$ cat config.mk
export PLATFORM = sky130hd
export DESIGN_NAME = mul_add_seq_flat
export DESIGN_NICKNAME = d
export VERILOG_FILES = /design/src/rtl/mul_pkg.sv /design/src/rtl/mul_add_seq_if.sv /design/src/rtl/mul_step.sv /design/src/rtl/mul_add_seq.sv /design/src/flat_wrapper.sv
export SDC_FILE = /design/constraint.sdc
export NUM_CORES = 1
export LEC_CHECK = 0
export CELL_PAD_IN_SITES_DETAIL_PLACEMENT = 1
export CELL_PAD_IN_SITES_GLOBAL_PLACEMENT = 1
export CORE_UTILIZATION = 37
export DETAILED_ROUTE_END_ITERATION = 12
export PLACE_DENSITY_LB_ADDON = 0.2
export SETUP_SLACK_MARGIN = 0.2
export SLEW_MARGIN = 40
export SYNTH_ARGS = -nofsm -noshare
export SYNTH_HDL_FRONTEND = slang
export SYNTH_SLANG_ARGS = --single-unit
export TNS_END_PERCENT = 30
$ cat constraint.sdc
create_clock -name clk -period 5.1 [get_ports clk]
set_clock_uncertainty 0.1 [all_clocks]
set_input_delay 1.53 -clock clk [delete_from_list [all_inputs] [get_ports clk]]
set_output_delay 1.53 -clock clk [all_outputs]
set_load 0.02 [all_outputs]
$ cat src/rtl/mul_pkg.sv
// Shared widths and state encoding for the shift-add multiplier-accumulator.
package mul_pkg;
  localparam int WA = 32;
  localparam int WB = 16;
  localparam int PW = WA + WB;
  localparam int CW = $clog2(WB);

  typedef enum logic [1:0] {IDLE, MUL, ADD} mul_state_t;
endpackage

$ cat src/rtl/mul_add_seq_if.sv
// Operand/result bundle between a requester (master) and mul_add_seq (slave).
interface mul_add_seq_if;
  import mul_pkg::*;

  logic [WA-1:0] a;
  logic [WB-1:0] b;
  logic [WB-1:0] c;
  logic          start;
  logic [PW-1:0] p;
  logic          ready;
  logic          busy;
  logic [CW-1:0] count;

  modport master (output a, b, c, start, input p, ready, busy, count);
  modport slave  (input a, b, c, start, output p, ready, busy, count);
endinterface

$ cat src/rtl/mul_step.sv
// One radix-2 shift-add iteration: conditionally add a into hi, then shift {hi,lo} right.
module mul_step
  import mul_pkg::*;
(
  input  logic [WA:0]   hi,
  input  logic [WB-1:0] lo,
  input  logic [WA-1:0] a,
  output logic [WA:0]   hi_next,
  output logic [WB-1:0] lo_next
);
  logic [WA:0] sum;

  always_comb begin
    sum     = lo[0] ? (hi + {1'b0, a}) : hi;
    // carry out of the add lands in the top bit of the shifted product
    hi_next = {1'b0, sum[WA:1]};
    lo_next = {sum[0], lo[WB-1:1]};
  end
endmodule

$ cat src/rtl/mul_add_seq.sv
// Sequential p = a*b (+ c when MUL_ADDEND_EN is defined), one multiplier bit per clock.
// Start restarts from any state; p only updates on completion.
module mul_add_seq
  import mul_pkg::*;
(
  input  logic         clk,
  input  logic         clrn,
  mul_add_seq_if.slave bus
);
  mul_state_t    state_reg, state_next;
  logic [WA-1:0] a_reg, a_next;
  logic [WA:0]   hi_reg, hi_next;
  logic [WB-1:0] lo_reg, lo_next;
  logic [CW-1:0] count_reg, count_next;
  logic [PW-1:0] p_reg, p_next;
  logic          ready_reg, ready_next;
  logic          busy_reg, busy_next;
  logic [WA:0]   hi_step;
  logic [WB-1:0] lo_step;

`ifdef MUL_ADDEND_EN
  logic [WB-1:0] c_reg, c_next;
`else
  logic unused_c;
  assign unused_c = ^bus.c;
`endif

  mul_step u_step (
    .hi      (hi_reg),
    .lo      (lo_reg),
    .a       (a_reg),
    .hi_next (hi_step),
    .lo_next (lo_step)
  );

  always_ff @(posedge clk or negedge clrn) begin
    if (!clrn) begin
      state_reg <= IDLE;
      count_reg <= '0;
      p_reg     <= '0;
      ready_reg <= 1'b0;
      busy_reg  <= 1'b0;
    end else begin
      state_reg <= state_next;
      count_reg <= count_next;
      p_reg     <= p_next;
      ready_reg <= ready_next;
      busy_reg  <= busy_next;
    end
  end

  // Operand and partial-product registers need no reset: they are reloaded on every start.
  always_ff @(posedge clk) begin
    a_reg  <= a_next;
    hi_reg <= hi_next;
    lo_reg <= lo_next;
`ifdef MUL_ADDEND_EN
    c_reg  <= c_next;
`endif
  end

  always_comb begin
    state_next = state_reg;
    a_next     = a_reg;
    hi_next    = hi_reg;
    lo_next    = lo_reg;
    count_next = count_reg;
    p_next     = p_reg;
    ready_next = ready_reg;
    busy_next  = busy_reg;
`ifdef MUL_ADDEND_EN
    c_next     = c_reg;
`endif

    if (bus.start) begin
      a_next     = bus.a;
      hi_next    = '0;
      lo_next    = bus.b;
`ifdef MUL_ADDEND_EN
      c_next     = bus.c;
`endif
      count_next = '0;
      busy_next  = 1'b1;
      ready_next = 1'b0;
      state_next = MUL;
    end else begin
      case (state_reg)
        MUL: begin
          hi_next = hi_step;
          lo_next = lo_step;
          if (count_reg == CW'(WB - 1)) begin
            count_next = '0;
`ifdef MUL_ADDEND_EN
            state_next = ADD;
`else
            p_next     = {hi_step[WA-1:0], lo_step};
            busy_next  = 1'b0;
            ready_next = 1'b1;
            state_next = IDLE;
`endif
          end else begin
            count_next = count_reg + 1'b1;
          end
        end
`ifdef MUL_ADDEND_EN
        ADD: begin
          p_next     = {hi_reg[WA-1:0], lo_reg} + PW'(c_reg);
          busy_next  = 1'b0;
          ready_next = 1'b1;
          state_next = IDLE;
        end
`endif
        default: ;
      endcase
    end
  end

  assign bus.p     = p_reg;
  assign bus.ready = ready_reg;
  assign bus.busy  = busy_reg;
  assign bus.count = count_reg;
endmodule

$ cat src/flat_wrapper.sv
// flat-port wrapper written by rule: the top's interface ports become plain ports
module mul_add_seq_flat import mul_pkg::*;
  (clk, clrn, bus_a, bus_b, bus_c, bus_start, bus_p, bus_ready, bus_busy, bus_count);
  mul_add_seq_if bus_i ();
  input  logic clk;
  input  logic clrn;
  input wire logic [$bits(bus_i.a)-1:0] bus_a;
  input wire logic [$bits(bus_i.b)-1:0] bus_b;
  input wire logic [$bits(bus_i.c)-1:0] bus_c;
  input wire logic [$bits(bus_i.start)-1:0] bus_start;
  output wire logic [$bits(bus_i.p)-1:0] bus_p;
  output wire logic [$bits(bus_i.ready)-1:0] bus_ready;
  output wire logic [$bits(bus_i.busy)-1:0] bus_busy;
  output wire logic [$bits(bus_i.count)-1:0] bus_count;
  assign bus_i.a = bus_a;
  assign bus_i.b = bus_b;
  assign bus_i.c = bus_c;
  assign bus_i.start = bus_start;
  assign bus_p = bus_i.p;
  assign bus_ready = bus_i.ready;
  assign bus_busy = bus_i.busy;
  assign bus_count = bus_i.count;
  mul_add_seq u_core (.clk(clk), .clrn(clrn), .bus(bus_i));
endmodule
==> results of run 1 <==
-- cells by family after synthesis --
logic type | count (synthesis) | synth area share, %
and+or+nand+nor | 230 | 14.3
DFF | 134 | 49.4
muxes | 40 | 6.16
AOI/OAI and AO/OA | 195 | 18.3
adders and majority gates | 34 | 6.23
xor gates and xnor gates | 24 | 3.02
buffers and inverters | 47 | 2.63
-- final cells by class --
class / count / area (um2) / share of cell area (%)
Tap cell: 229 / 287 / 3.29
Timing Repair Buffer: 111 / 1090 / 12.5
Multi-Input combinational cell: 523 / 3340 / 38.3
Clock inverter: 14 / 103 / 1.18
Clock buffer: 18 / 429 / 4.92
Sequential cell: 134 / 3430 / 39.4
Inverter: 9 / 33.8 / 0.387
-- where the power goes --
part	switching, W	internal, W
registers	0.0000896	0.00123
clock network	0.000498	0.000624
logic	0.000588	0.000437
-- cell usage in the layout (no fill, tap or decap), types with 7 or more instances in the layout --
cell type        Yosys  routed
a211oi_1            30      30
a21o_1              14      14
a21oi_1             53      53
buf_4                0       8
clkbuf_16            0      17
clkdlybuf4s50_1      0     102
dfrtp_1             54      53
dfxtp_1             32      32
edfxtp_1            48      48
ha_1                33      33
inv_1                8       8
mux2_2              18      18
mux2i_1             21      21
nand2_1            117     117
nand4_1              8       8
nor2_1              62      62
o21ai_0             51      51
or3_1                8       7
xnor2_1             18      18
-- layer usage --
layer  vias up  global-route usage (%)  wire (um)
met5         -                       0          0
met4         0                    7.08        334
met3        25                    5.94        947
met2       100                    35.9       9380
met1      2776                    24.1       8170
li1       2723                       -          -
-- critical path, stage by stage (launching register included) --
cell and delay, ns:
edfxtp_1 0.37, ha_1 0.23, fa_1 0.42, a21oi_1 0.28
o211ai_2 0.22, a2111oi_4 0.47, nor3_1 0.16, o21ai_0 0.42
nor2_1 0.10, a221oi_1 0.32, a211oi_1 0.13
-- path summary, 6_finish.rpt --
| check | startpoint | end | slack [ns] |
|---|---|---|---|
| worst max register to register | u_core.a_reg[0] | u_core.hi_reg[31] | 1.73 |
| worst max-delay path | u_core.a_reg[0] | u_core.hi_reg[31] | 1.73 |
| max in group asynchronous | clrn | u_core.state_reg[0] | 3.23 |
| worst min register to register | u_core.lo_reg[10] | u_core.bus.p[9] | 0.37 |
| worst min-delay path | u_core.lo_reg[10] | u_core.bus.p[9] | 0.37 |
| min in group asynchronous | clrn | u_core.bus.p[27] | 0.99 |
-- cell usage after synthesis, types with 2 or more instances --
master,number,share of area [%]
nor4_1,2,0.18
and2_1,4,0.36
o21bai_1,4,0.43
a31oi_1,6,0.54
buf_2,5,0.36
nand2_1,117,6.3
mux2i_1,21,3.0
nor2_1,62,3.3
dfrtp_1,54,19
a211oi_1,30,3.2
nand4_1,8,0.72
o21a_1,6,0.65
xnor2_1,18,2.3
nand2b_1,3,0.27
o21ai_0,51,3.7
ha_1,33,5.9
nand3_1,5,0.36
or3_1,8,0.72
mux2_2,18,2.9
buf_1,3,0.16
xor2_1,6,0.76
a21o_1,14,1.5
a311oi_1,3,0.38
inv_1,8,0.43
nor3_1,6,0.43
o211ai_1,5,0.54
clkbuf_1,30,1.6
dfxtp_1,32,9.2
a21oi_1,53,3.8
o31ai_1,2,0.22
edfxtp_1,48,21
o21ai_1,3,0.22
nor2b_1,4,0.36
and3_1,5,0.45
-- stage by stage --
step                hold WS (ns)  util (%)
floorplan                  0.336         -
global placement           0.345      44.9
detailed placement         0.362      45.0
CTS                        0.376      47.9
global route               0.397      47.9
finish                     0.370      47.9
==> results.py, run 1 <==
metrics = {
    "power_and_ir_drop": {
        "peakVddDrop_mv": 0.229,
        "p_leak_nw": 3.63,
        "p_total_w": 0.00347,
        "power.density_nw_per_um2": 398,
    },
    "place": {
        "portBuffers": 104,
        "gp_congestion": 0.879,
        "postPlaceCellArea_um2": 8190,
        "dpl.hpwl_um": 13500,
        "dp.cells": 1006,
        "place_ws_ns": 1.44,
    },
    "route": {
        "wl_per_cell_um": 18.1,
        "drtIter0Drc": 256,
        "viasPerCell": 5.42,
        "num_vias": 5624,
        "drc": 5,
        "postRouteAntennaNets": 0,
        "first_pass_iters": 8,
        "routed_wl_um": 18800,
    },
    "clock_tree": {
        "post_cts_buffers": 0,
        "cts_tree": "yes",
        "cts-resized-gates": 0,
        "cts_root_buffer": "clkbuf_16",
        "cts_sinks": 134,
        "cts_buffer_depth": 2,
        "cts_made_buffers": 17,
        "clkTransAtPathRegs_ns": 0.06,
        "htreeDepth": 4,
        "cts_hold_buffers": 0,
        "clkLatencyLatePin_ns": 0.43,
    },
    "global_routing": {
        "grt_max_degree": 64,
        "overflow": 0,
        "grtUsageTotal_pct": 20.6,
        "grt_first_pass_wirelength_um": 31300,
        "grt_pass1_vias": 6143,
        "antenna_found_initial": 0,
    },
    "timing": {
        "worst-slew-pin-transition_ns": 0.725,
        "fin_crit_ns": 3.37,
        "clock.fmax_ghz": 0.297,
        "setup_viol": 0,
        "relSlewSlack_pct": 51.4,
        "slew_viol_final": 0,
        "setup_ws_ns": 1.73,
        "period_share_pct": 66.0,
        "final_hold_viol_count": 0,
        "rsz0062_at_grt": "no",
        "setup_tns_ns": 0,
    },
    "flow_run": {
        "maxCapViolCount": 0,
    },
    "yosys": {
        "synthFlopType": "dfrtp_1",
        "ys_warn_count": 0,
        "syn_inst": 704,
        "yosysUniqueCellTypes": 61,
        "synth_seq_area_share_pct": 49.4,
        "synth_edf_count": 48,
        "synthArstFlopShare_pct": 40.3,
        "syn_avg_cell_area_um2": 9.87,
        "syn-cell-area_um2": 6950,
        "ys_ff_latch": 134,
        "synth_fp_nets": 805,
    },
    "floorplanning": {
        "die_height_um": 139,
        "die_x_um": 139,
        "die-area_um2": 19300,
        "ios": 121,
        "start_util_pct": 38.2,
        "rows": 49,
        "core_area_um2": 18200,
    },
    "cells_and_area": {
        "largest_register_ffs": 48,
        "drive_gt1_share_pct": 9.15,
        "final_area_um2": 8720,
        "antennaDiodeCount": 0,
        "syn_to_final_growth_pct": 25.5,
        "fillers": 2022,
        "stdcell_count": 1038,
        "final_nets": 897,
    },
    "worst_setup_path": {
        "worstSetupEndpointType": "flip-flop",
        "r2r_cells": 10,
        "worstPathMaxFanout": 4,
        "startpoint_type": "flip-flop",
        "crit_required_ns": 5.27,
        "crit_type": "flip-flop to flip-flop",
        "cp.arrival_ns": 3.54,
    },
    "status": {
        "violations": "DRC",
        "status": "finished with violations",
    },
    "worst_hold_path": {
        "hold_class": "flip-flop to flip-flop",
        "holdPathStages": 2,
    },
}
Power figures use the tool's default switching activity.
==> inputs of run 2 (changes only) <==
Clock period 5.1 ns to 3.4 ns, I/O delays scaled along.
==> run 2 against run 1 <==
Against the previous run: the flow still finishes with violations (DRC); via count down 0.53%; design area up 1.1%; combinational power up 54%; cell count up 0.39%; sequential power up 50%; global-route usage up 0.44 points; sequential share of layout area down 0.45 points; worst setup slack worse by 1.4 ns; clock power up 62%; register-to-register slack worse by 1.4 ns; maximum frequency up 9.2%; wire length up 1.4%; critical path type unchanged; largest power group unchanged.
==> results.py, run 2 (synthesis results as in run 1) <==
metrics = {
    "status": {
        "status": "finished with violations",
        "violations": "DRC",
    },
    "global_routing": {
        "use_met3_pct": 5.18,
        "top_usage_layer": "met2",
        "grt_first_pass_wirelength_um": 32000,
        "grtUsageTotal_pct": 21.0,
        "grt_max_degree": 41,
        "grt_use_met1_pct": 25.1,
        "use_met2_pct": 36.6,
        "overflow": 0,
        "antenna_found_initial": 0,
        "grt_pass1_vias": 6176,
    },
    "floorplanning": {
        "rows": 49,
        "ios": 121,
        "die_x_um": 139,
        "die-area_um2": 19300,
        "start_util_pct": 38.2,
        "core_area_um2": 18200,
        "die_height_um": 139,
    },
    "timing": {
        "slew_viol_final": 0,
        "clock.fmax_ghz": 0.324,
        "setup_viol": 0,
        "relSlewSlack_pct": 59.1,
        "worst-slew-pin-transition_ns": 0.614,
        "fin_crit_ns": 3.09,
        "rsz0062_at_grt": "no",
        "setup_tns_ns": 0,
        "period_share_pct": 90.8,
        "final_hold_viol_count": 0,
    },
    "clock_tree": {
        "cts_hold_buffers": 0,
        "cts_buffer_depth": 2,
        "cts_made_buffers": 17,
        "clkTransAtPathRegs_ns": 0.07,
        "cts_tree": "yes",
        "clkLatencyLatePin_ns": 0.43,
        "cts_root_buffer": "clkbuf_16",
        "htreeDepth": 4,
        "post_cts_buffers": 0,
        "cts_sinks": 134,
    },
    "cells_and_area": {
        "layout_common_cells": "nand2_1 (117), clkdlybuf4s50_1 (102), nor2_1 (62), dfrtp_1 (53), a21oi_1 (52)",
        "antennaDiodeCount": 0,
        "final_nets": 901,
        "layout_commonest_cell": "nand2_1",
        "final_area_um2": 8820,
        "drive_gt1_share_pct": 10.1,
        "syn_to_final_growth_pct": 26.9,
        "largest_register_ffs": 48,
    },
    "worst_hold_path": {
        "hold_class": "flip-flop to flip-flop",
    },
    "place": {
        "dpl.hpwl_um": 13600,
        "gp_congestion": 0.843,
        "portBuffers": 104,
        "postPlaceCellArea_um2": 8210,
    },
    "flow_run": {
        "maxCapViolCount": 0,
    },
    "worst_setup_path": {
        "startpoint_type": "flip-flop",
        "crit_required_ns": 3.60,
        "slowest_delay_ns": 0.52,
        "worstSetupEndpointType": "flip-flop",
        "path_common_cell": "a21oi_1",
        "cp.arrival_ns": 3.28,
        "crit_type": "flip-flop to flip-flop",
        "worstPathMaxFanout": 5,
        "critPathSlowestCell": "or4_1",
        "crit_chain": "ha_1, a21oi_1, o31a_2, a211oi_4, o21ai_0, a21oi_1, or4_1, a21oi_1, a211oi_1",
    },
    "route": {
        "routed_wl_um": 19100,
        "viasPerCell": 5.37,
        "postRouteAntennaNets": 0,
        "drc": 5,
        "drtIter0Drc": 324,
        "num_vias": 5594,
        "first_pass_iters": 8,
        "wl_per_cell_um": 18.3,
    },
    "power_and_ir_drop": {
        "peakVddDrop_mv": 0.330,
        "power.density_nw_per_um2": 607,
        "p_leak_nw": 3.68,
    },
}
run 2: cell types whose count changed in the layout (fill, tap and decap cells not counted), sizes merged:
cell      change
clkbuf        -1
buf           +4
clkinvlp      -2
inv           +4
clkinv        -1
run 2: path summary, 6_finish.rpt:
check                                      start                  end  slack, ns  depth (start not counted)
min in group asynchronous                   clrn     u_core.bus.p[24]       0.50                          1
max in group asynchronous                   clrn  u_core.state_reg[0]       1.97                          2
worst max register to register   u_core.a_reg[4]    u_core.hi_reg[30]       0.31                          9
worst min register to register  u_core.lo_reg[2]      u_core.bus.p[1]       0.38                          2
worst min-delay path            u_core.lo_reg[2]      u_core.bus.p[1]       0.38                          2
worst max-delay path             u_core.a_reg[4]    u_core.hi_reg[30]       0.31                          9
run 2: routing by layer:
layer | vias up | wire, um
met5 | - | 0
met4 | 0 | 378
met3 | 26 | 816
met2 | 104 | 9500
met1 | 2732 | 8420
li1 | 2732 | -
run 2: final cells by class:
class	count	area, um2
well taps	229	287
repair buffers	115	1120
clock buffers	17	425
inverters	9	33.8
flip-flops and latches	134	3430
clock inverters	15	154
multi-input cells	523	3370
fillers	1988	9390
run 2: repair_timing:
| item | CTS | global route |
|---|---|---|
| pin swaps | 0 | 2 |
| hold endpoints to repair | 0 | 0 |
| gates resized for setup | 1 | 5 |
| setup endpoints to repair | 5 | 12 |
run 2: worst max-delay path, delay by kind of cell, from the launching register on:
family / cells / cell delay (ns)
compound gates: 7 / 1.62
simple gates: 1 / 0.52
flops: 1 / 0.37
fa+ha+maj: 1 / 0.35
run 2: per-stage QoR:
step,utilization (%),cells,setup WS [ns],hold slack [ns],total power (W)
floorplan,-,704,0.509,0.336,0.00308
global placement,45.1,1010,0.202,0.349,0.00349
detailed placement,45.1,1010,0.156,0.352,0.00354
CTS,48.3,1042,0.175,0.381,0.00538
global route,48.4,1042,0.196,0.403,0.00565
finish,48.4,1042,0.314,0.379,0.00536
run 2: power breakdown:
group / switching (W) / leakage, nW / internal (W)
Combinational: 0.000910 / 1.97 / 0.000661
Clock: 0.000833 / 0.279 / 0.000977
Sequential: 0.000127 / 1.43 / 0.00185
==> inputs of run 3 (changes only) <==
Settings changed: SYNTH_HIERARCHICAL from default to 1.
==> run 3 against run 2 <==
Against the previous run: the run now ends clean; largest cell class unchanged; worst hold slack improved by 0.012 ns; global-route usage shrank 2.3 points; critical path depth rose by 2; clock-buffer cell count unchanged; largest power group unchanged.
==> results.py, run 3 <==
metrics = {
    "route": {
        "viasPerCell": 5.13,
        "drc": 0,
        "postRouteAntennaNets": 0,
        "drtIter0Drc": 187,
        "wl_per_cell_um": 17.7,
        "num_vias": 5014,
        "first_pass_iters": 4,
        "routed_wl_um": 17300,
    },
    "clock_tree": {
        "cts-resized-gates": 0,
        "cts_made_buffers": 17,
        "htreeDepth": 4,
        "cts_root_buffer": "clkbuf_16",
        "cts_tree": "yes",
        "cts_sinks": 135,
        "cts_hold_buffers": 0,
        "clkLatencyLatePin_ns": 0.43,
        "post_cts_buffers": 0,
        "clkTransAtPathRegs_ns": 0.07,
        "cts_buffer_depth": 2,
    },
    "floorplanning": {
        "ios": 121,
        "die_x_um": 141,
        "die_height_um": 141,
        "start_util_pct": 38.1,
        "die-area_um2": 20000,
        "rows": 50,
        "core_area_um2": 18800,
    },
    "cells_and_area": {
        "drive_gt1_share_pct": 19.9,
        "final_area_um2": 8960,
        "final_util_pct": 47.6,
        "syn_to_final_growth_pct": 24.8,
        "largest_register_ffs": 48,
        "final_nets": 806,
        "layout_common_cells": "clkdlybuf4s50_1 (102), mux2_2 (77), dfrtp_1 (53), nor2_1 (50), edfxtp_1 (48)",
        "antennaDiodeCount": 0,
        "fillers": 1958,
        "layout_commonest_cell": "clkdlybuf4s50_1",
    },
    "global_routing": {
        "grt_max_degree": 55,
        "grtUsageTotal_pct": 18.7,
        "overflow": 0,
        "grt_pass1_vias": 5467,
        "grt_first_pass_wirelength_um": 28600,
        "antenna_found_initial": 0,
    },
    "worst_setup_path": {
        "worstSetupEndpointType": "flip-flop",
        "cp.arrival_ns": 3.33,
        "startpoint_type": "flip-flop",
        "timing.rr.start": "u_core/a_reg[0]",
        "rrSetupSlack_ns": 0.29,
        "crit_type": "flip-flop to flip-flop",
        "crit_chain": "ha_1, fa_1, a21o_1, a221oi_4, buf_4, a211o_4, a21oi_4, a31oi_4, xnor2_1, mux2_2, mux2_2",
        "crit_path_start": "u_core/a_reg[0]",
        "r2r_cells": 11,
        "worstPathMaxFanout": 4,
        "slowest_delay_ns": 0.41,
        "critPathTopFamily": "compound AO/OA/AOI/OAI gates",
        "path_common_cell": "mux2_2",
        "crit_required_ns": 3.62,
        "critPathSlowestCell": "fa_1",
        "path_buf_inv": 1,
        "r2r_end": "u_core/bus.p[45]",
    },
    "yosys": {
        "synthArstFlopShare_pct": 40.0,
        "syn_inst": 616,
        "yosysMostFrequentCell": "mux2_2",
        "synth_top_cell_by_area": "edfxtp_1",
        "ys_warn_count": 6,
        "synth_fp_nets": 717,
        "ys_ff_latch": 135,
        "synth.area.top_cells": "edfxtp_1 (20%), dfrtp_1 (19%), mux2_2 (12%)",
        "yosysUniqueCellTypes": 66,
        "syn-cell-area_um2": 7180,
        "synth_edf_count": 48,
        "syn_avg_cell_area_um2": 11.7,
        "synth_seq_area_share_pct": 48.1,
        "synth_top_area_share_pct": 20.1,
        "synthFlopType": "dfrtp_1",
        "yosys-top-cells-count": "mux2_2 (77), dfrtp_1 (54), nor2_1 (50), edfxtp_1 (48), a21oi_1 (43)",
    },
    "status": {
        "status": "complete, no violations",
    },
    "timing": {
        "relSlewSlack_pct": 52.9,
        "worst-slew-pin-transition_ns": 0.706,
        "final_hold_viol_count": 0,
        "clock.fmax_ghz": 0.321,
        "period_share_pct": 91.6,
        "fin_crit_ns": 3.11,
        "slew_viol_final": 0,
        "setup_viol": 0,
        "setup_tns_ns": 0,
        "rsz0062_at_grt": "yes",
    },
    "power_and_ir_drop": {
        "power.density_nw_per_um2": 613,
        "peakVddDrop_mv": 0.365,
        "p_leak_nw": 3.94,
        "p_total_w": 0.00549,
    },
    "worst_hold_path": {
        "worstHoldEndpoint": "u_core/bus.p[28]",
        "min_from": "u_core/bus.p[28]",
        "hold_class": "flip-flop to flip-flop",
        "holdPathStages": 1,
    },
    "place": {
        "gp_congestion": 0.866,
        "portBuffers": 104,
        "dpl.hpwl_um": 12200,
        "postPlaceCellArea_um2": 8340,
    },
    "flow_run": {
        "maxCapViolCount": 0,
    },
}
## run 3: cell count changes after synthesis, sizes merged, moves of 7 or more
cell / previous run / this run
clkbuf: 30 / 7
mux2: 19 / 86
nand2: 118 / 38
a21o: 14 / 5
buf: 8 / 36
nor2: 62 / 50
o21ai: 54 / 18
a211oi: 31 / 1
mux2i: 21 / 34
xor2: 6 / 15
a21oi: 54 / 47
## run 3: metrics by stage
stage          worst slack [ns]  hold slack [ns]  std cells
2_1_floorplan             0.620            0.381        616
3_3_place_gp              0.373            0.375        943
3_5_place_dp              0.330            0.382        943
4_1_cts                   0.264            0.396        975
5_1_grt                   0.176            0.421        978
6_report                  0.286            0.391        978
## run 3: routing by layer
metal	global-route usage, %	routed length [um]
met3	5.10	606
met2	32.7	8870
met5	0	0
met1	22.3	7710
met4	5.72	158
## run 3: cell type report
cell class                 instances  area, um2  area share, %
inverter                           9       33.8          0.377
timing repair buffer             114       1120           12.5
tap                              260        325           3.63
clock buffer                      17        425           4.75
multi-input combinational        428       3430           38.2
sequential                       135       3450           38.5
clock inverter                    15        175           1.95
## run 3: worst max-delay path by stage
stage / depth (start not counted) / end / slack, ns
6_report: 11 / u_core/bus.p[45] / 0.29
5_1_grt: 11 / u_core/bus.p[31] / 0.18
4_1_cts: 10 / u_core/bus.p[35] / 0.26
3_5_place_dp: 10 / u_core/bus.p[35] / 0.33
3_3_place_gp: 10 / u_core/bus.p[35] / 0.37
2_1_floorplan: 10 / u_core/bus.p[31] / 0.62
## run 3: cell families after synthesis
logic type	Yosys count	synth area share [%]
compound gates	116	11.4
xor+xnor	28	3.42
fa+ha+maj	34	6.03
buf+inv	53	4.25
flops	135	48.1
mux	120	18.2
other cells	1	0.0522
simple gates	129	8.50
## run 3: power by group
part	total, W	internal [W]	switching (W)
clock	0.00188	0.00106	0.000827
sequential	0.00196	0.00185	0.000113
combinational	0.00165	0.000733	0.000914
## run 3: worst register-to-register path, cell delays in order (launching register included)
cell,delay (ns)
edfxtp_1,0.37
ha_1,0.24
fa_1,0.41
a21o_1,0.24
a221oi_4,0.38
buf_4,0.18
a211o_4,0.16
a21oi_4,0.09
a31oi_4,0.19
xnor2_1,0.10
mux2_2,0.29
mux2_2,0.27
==> edit: new RTL, config.mk and constraints of run 1 <==
Build with the macro `MUL_ADDEND_EN` defined.
--- a/src/rtl/mul_add_seq.sv
+++ b/src/rtl/mul_add_seq.sv
@@ -1,5 +1,7 @@
 // Sequential p = a*b (+ c when MUL_ADDEND_EN is defined), one multiplier bit per clock.
 // Start restarts from any state; p only updates on completion.
+`define MUL_ADDEND_EN
+
 module mul_add_seq
   import mul_pkg::*;
 (
Behaviour: same outputs for any inputs over 10 cycles, from zero or initial values; that may be too few to reach the edited logic, so the function may still have changed.
==> edit against run 1 <==
- first-iteration DRC count increased by 7.0%
- synthesized area increased by 23%
- sequential cell count increased by 18
- clock power increased by 14%
- combinational power increased by 23%
- wire length increased by 25%
- total power increased by 18%
- global-route usage increased by 0.13 points
- via count increased by 22%
- highest routed layer unchanged
- design area increased by 21%
- worst setup slack got worse by 380 ps
==> edit: results (changes against run 1) <==
- The run finished with clean final reports.
* Met3 global-route usage: 3.10% (-2.8 points)
- Initial DRC Count: 274 (+7.0%)
* # fillers: 2536 (+25%)
- The path with the worst hold slack has its endpoint at u_core.bus.p[28]$_DFFE_PN0P_.
* DPL Wire Length: 17500 µm (+30%)
- The global placer's final weighted congestion was 0.889 (+1.1%).
- The sum of routed wire length over all layers came to 23500 µm (+25%).
- The number of vias in the routed layout was 6878 (+22%).
* Maximum number of pins on one net before global-route repair: 59 (-7.8%)
- Met2 layer usage reported by global route: 32.6% (-3.3 points)
* Count of different cell masters after synthesis: 65 (+6.6%)
* Routed via count divided by cell count: 5.42 (+0.11%)
* Post-DP Area: 9990 µm² (+22%)
* Data arrival at the endpoint of the critical path: 3930 ps (+390 ps)
- The worst register-to-register path ends at u_core.bus.p[30]$_DFFE_PN0P_.
- Launch point of the worst reg-to-reg path: u_core.lo_reg[0]$_DFFE_PN_
* Count of flip-flops with a built-in enable after synthesis: 64 (+33%)
* Async set-reset flop share out of synthesis: 36.8% (-3.5 points)
- The setup slack at placement was 1430 ps (-9.12 ps).
- Slew at the pin closest to its max-slew limit: 846 ps (+120 ps)
- The net count of the mapped netlist is 978 (+21%).
- The synthesized instance count came to 860 (+22%).
* Total placed cells including tap cells: 1236 (+23%)
* Sequential area share after synthesis: 46.5% (-2.9 points)
- Port Buffers: 120 (+15%)
- The via count of the first global-routing pass is 7056 (+15%).
* Int Pwr: 2.66 mW (+16%)
- The startpoint identified for the worst hold timing path is u_core.bus.p[28]$_DFFE_PN0P_.
- The fraction of layout instances using a drive strength above 1 is 7.43% (-1.7 points).
* Nets@finish: 1088 (+21%)
- Max IR drop VDD: 0.207 mV (-9.4%)
* Grt met1 use: 29.4% (+5.4 points)
- Final worst hold slack: 383 ps (+12.8 ps)
* Total Routing Usage GR: 20.7% (+0.13 points)
- The largest fanout on the critical path came to 16 (+12).
- The leakage power summed over all cells came to 4.15 nW (+14%).
edit: area by class of cell:
class / instances / area [µm²] / share of cell area, %
Clock buffer: 18 / 429 / 4.05
Clock inverter: 14 / 163 / 1.54
Inverter: 14 / 52.6 / 0.496
Multi-Input combinational cell: 655 / 4360 / 41.1
Sequential cell: 152 / 3960 / 37.4
Tap cell: 285 / 357 / 3.37
Timing Repair Buffer: 130 / 1270 / 12.0
edit: worst max path at each step:
stage,start,to,slack [ps],cells past startpoint
after floorplan,u_core.hi_reg[0]$_SDFFE_PP0P_,u_core.hi_reg[25]$_SDFFE_PP0P_,1880,10
after global placement,u_core.lo_reg[0]$_DFFE_PN_,u_core.bus.p[32]$_DFFE_PN0P_,1560,11
after detailed placement,u_core.lo_reg[0]$_DFFE_PN_,u_core.bus.p[30]$_DFFE_PN0P_,1430,11
after CTS,u_core.lo_reg[0]$_DFFE_PN_,u_core.bus.p[30]$_DFFE_PN0P_,1380,11
after global routing,u_core.lo_reg[0]$_DFFE_PN_,u_core.bus.p[32]$_DFFE_PN0P_,1140,11
final,u_core.lo_reg[0]$_DFFE_PN_,u_core.bus.p[30]$_DFFE_PN0P_,1350,11
edit: power groups by stage:
| stage | Sequential (mW) | Combinational, mW | Clock [mW] |
|---|---|---|---|
| after floorplan | 1.51 | 0.903 | 0 |
| after global placement | 1.58 | 1.21 | 0 |
| after detailed placement | 1.58 | 1.23 | 0 |
| after CTS | 1.56 | 1.24 | 1.32 |
| after global routing | 1.58 | 1.37 | 1.36 |
| final | 1.56 | 1.25 | 1.28 |
edit: cells by family (layout without fill, tap and decap cells):
logic type / after synthesis / after routing / synth area share [%]
AND/OR/NAND/NOR: 252 / 252 / 13.9
flip-flops: 152 / 152 / 46.5
XOR/XNOR: 71 / 71 / 7.30
multiplexers: 26 / 26 / 3.32
AO/OA/AOI/OAI: 255 / 255 / 18.8
buffers and inverters: 53 / 176 / 2.44
adder cells (fa/ha/maj): 51 / 51 / 7.67
edit: critical path: stages, from the launching register on:
cell,delay [ps]
sky130_fd_sc_hd__edfxtp_1,900
sky130_fd_sc_hd__ha_1,360
sky130_fd_sc_hd__fa_1,250
sky130_fd_sc_hd__a21oi_1,130
sky130_fd_sc_hd__o31ai_1,490
sky130_fd_sc_hd__a32oi_1,280
sky130_fd_sc_hd__o21ai_1,240
sky130_fd_sc_hd__buf_4,240
sky130_fd_sc_hd__nand2_1,140
sky130_fd_sc_hd__nor3_1,220
sky130_fd_sc_hd__xnor2_1,170
sky130_fd_sc_hd__o21ai_1,80
edit: metal layers:
layer  vias to the layer above  share of wire [%]
li1                       3386                  -
met1                      3325                 50
met2                       141                 45
met3                        26                3.6
met4                         0                1.4
met5                         -                  0
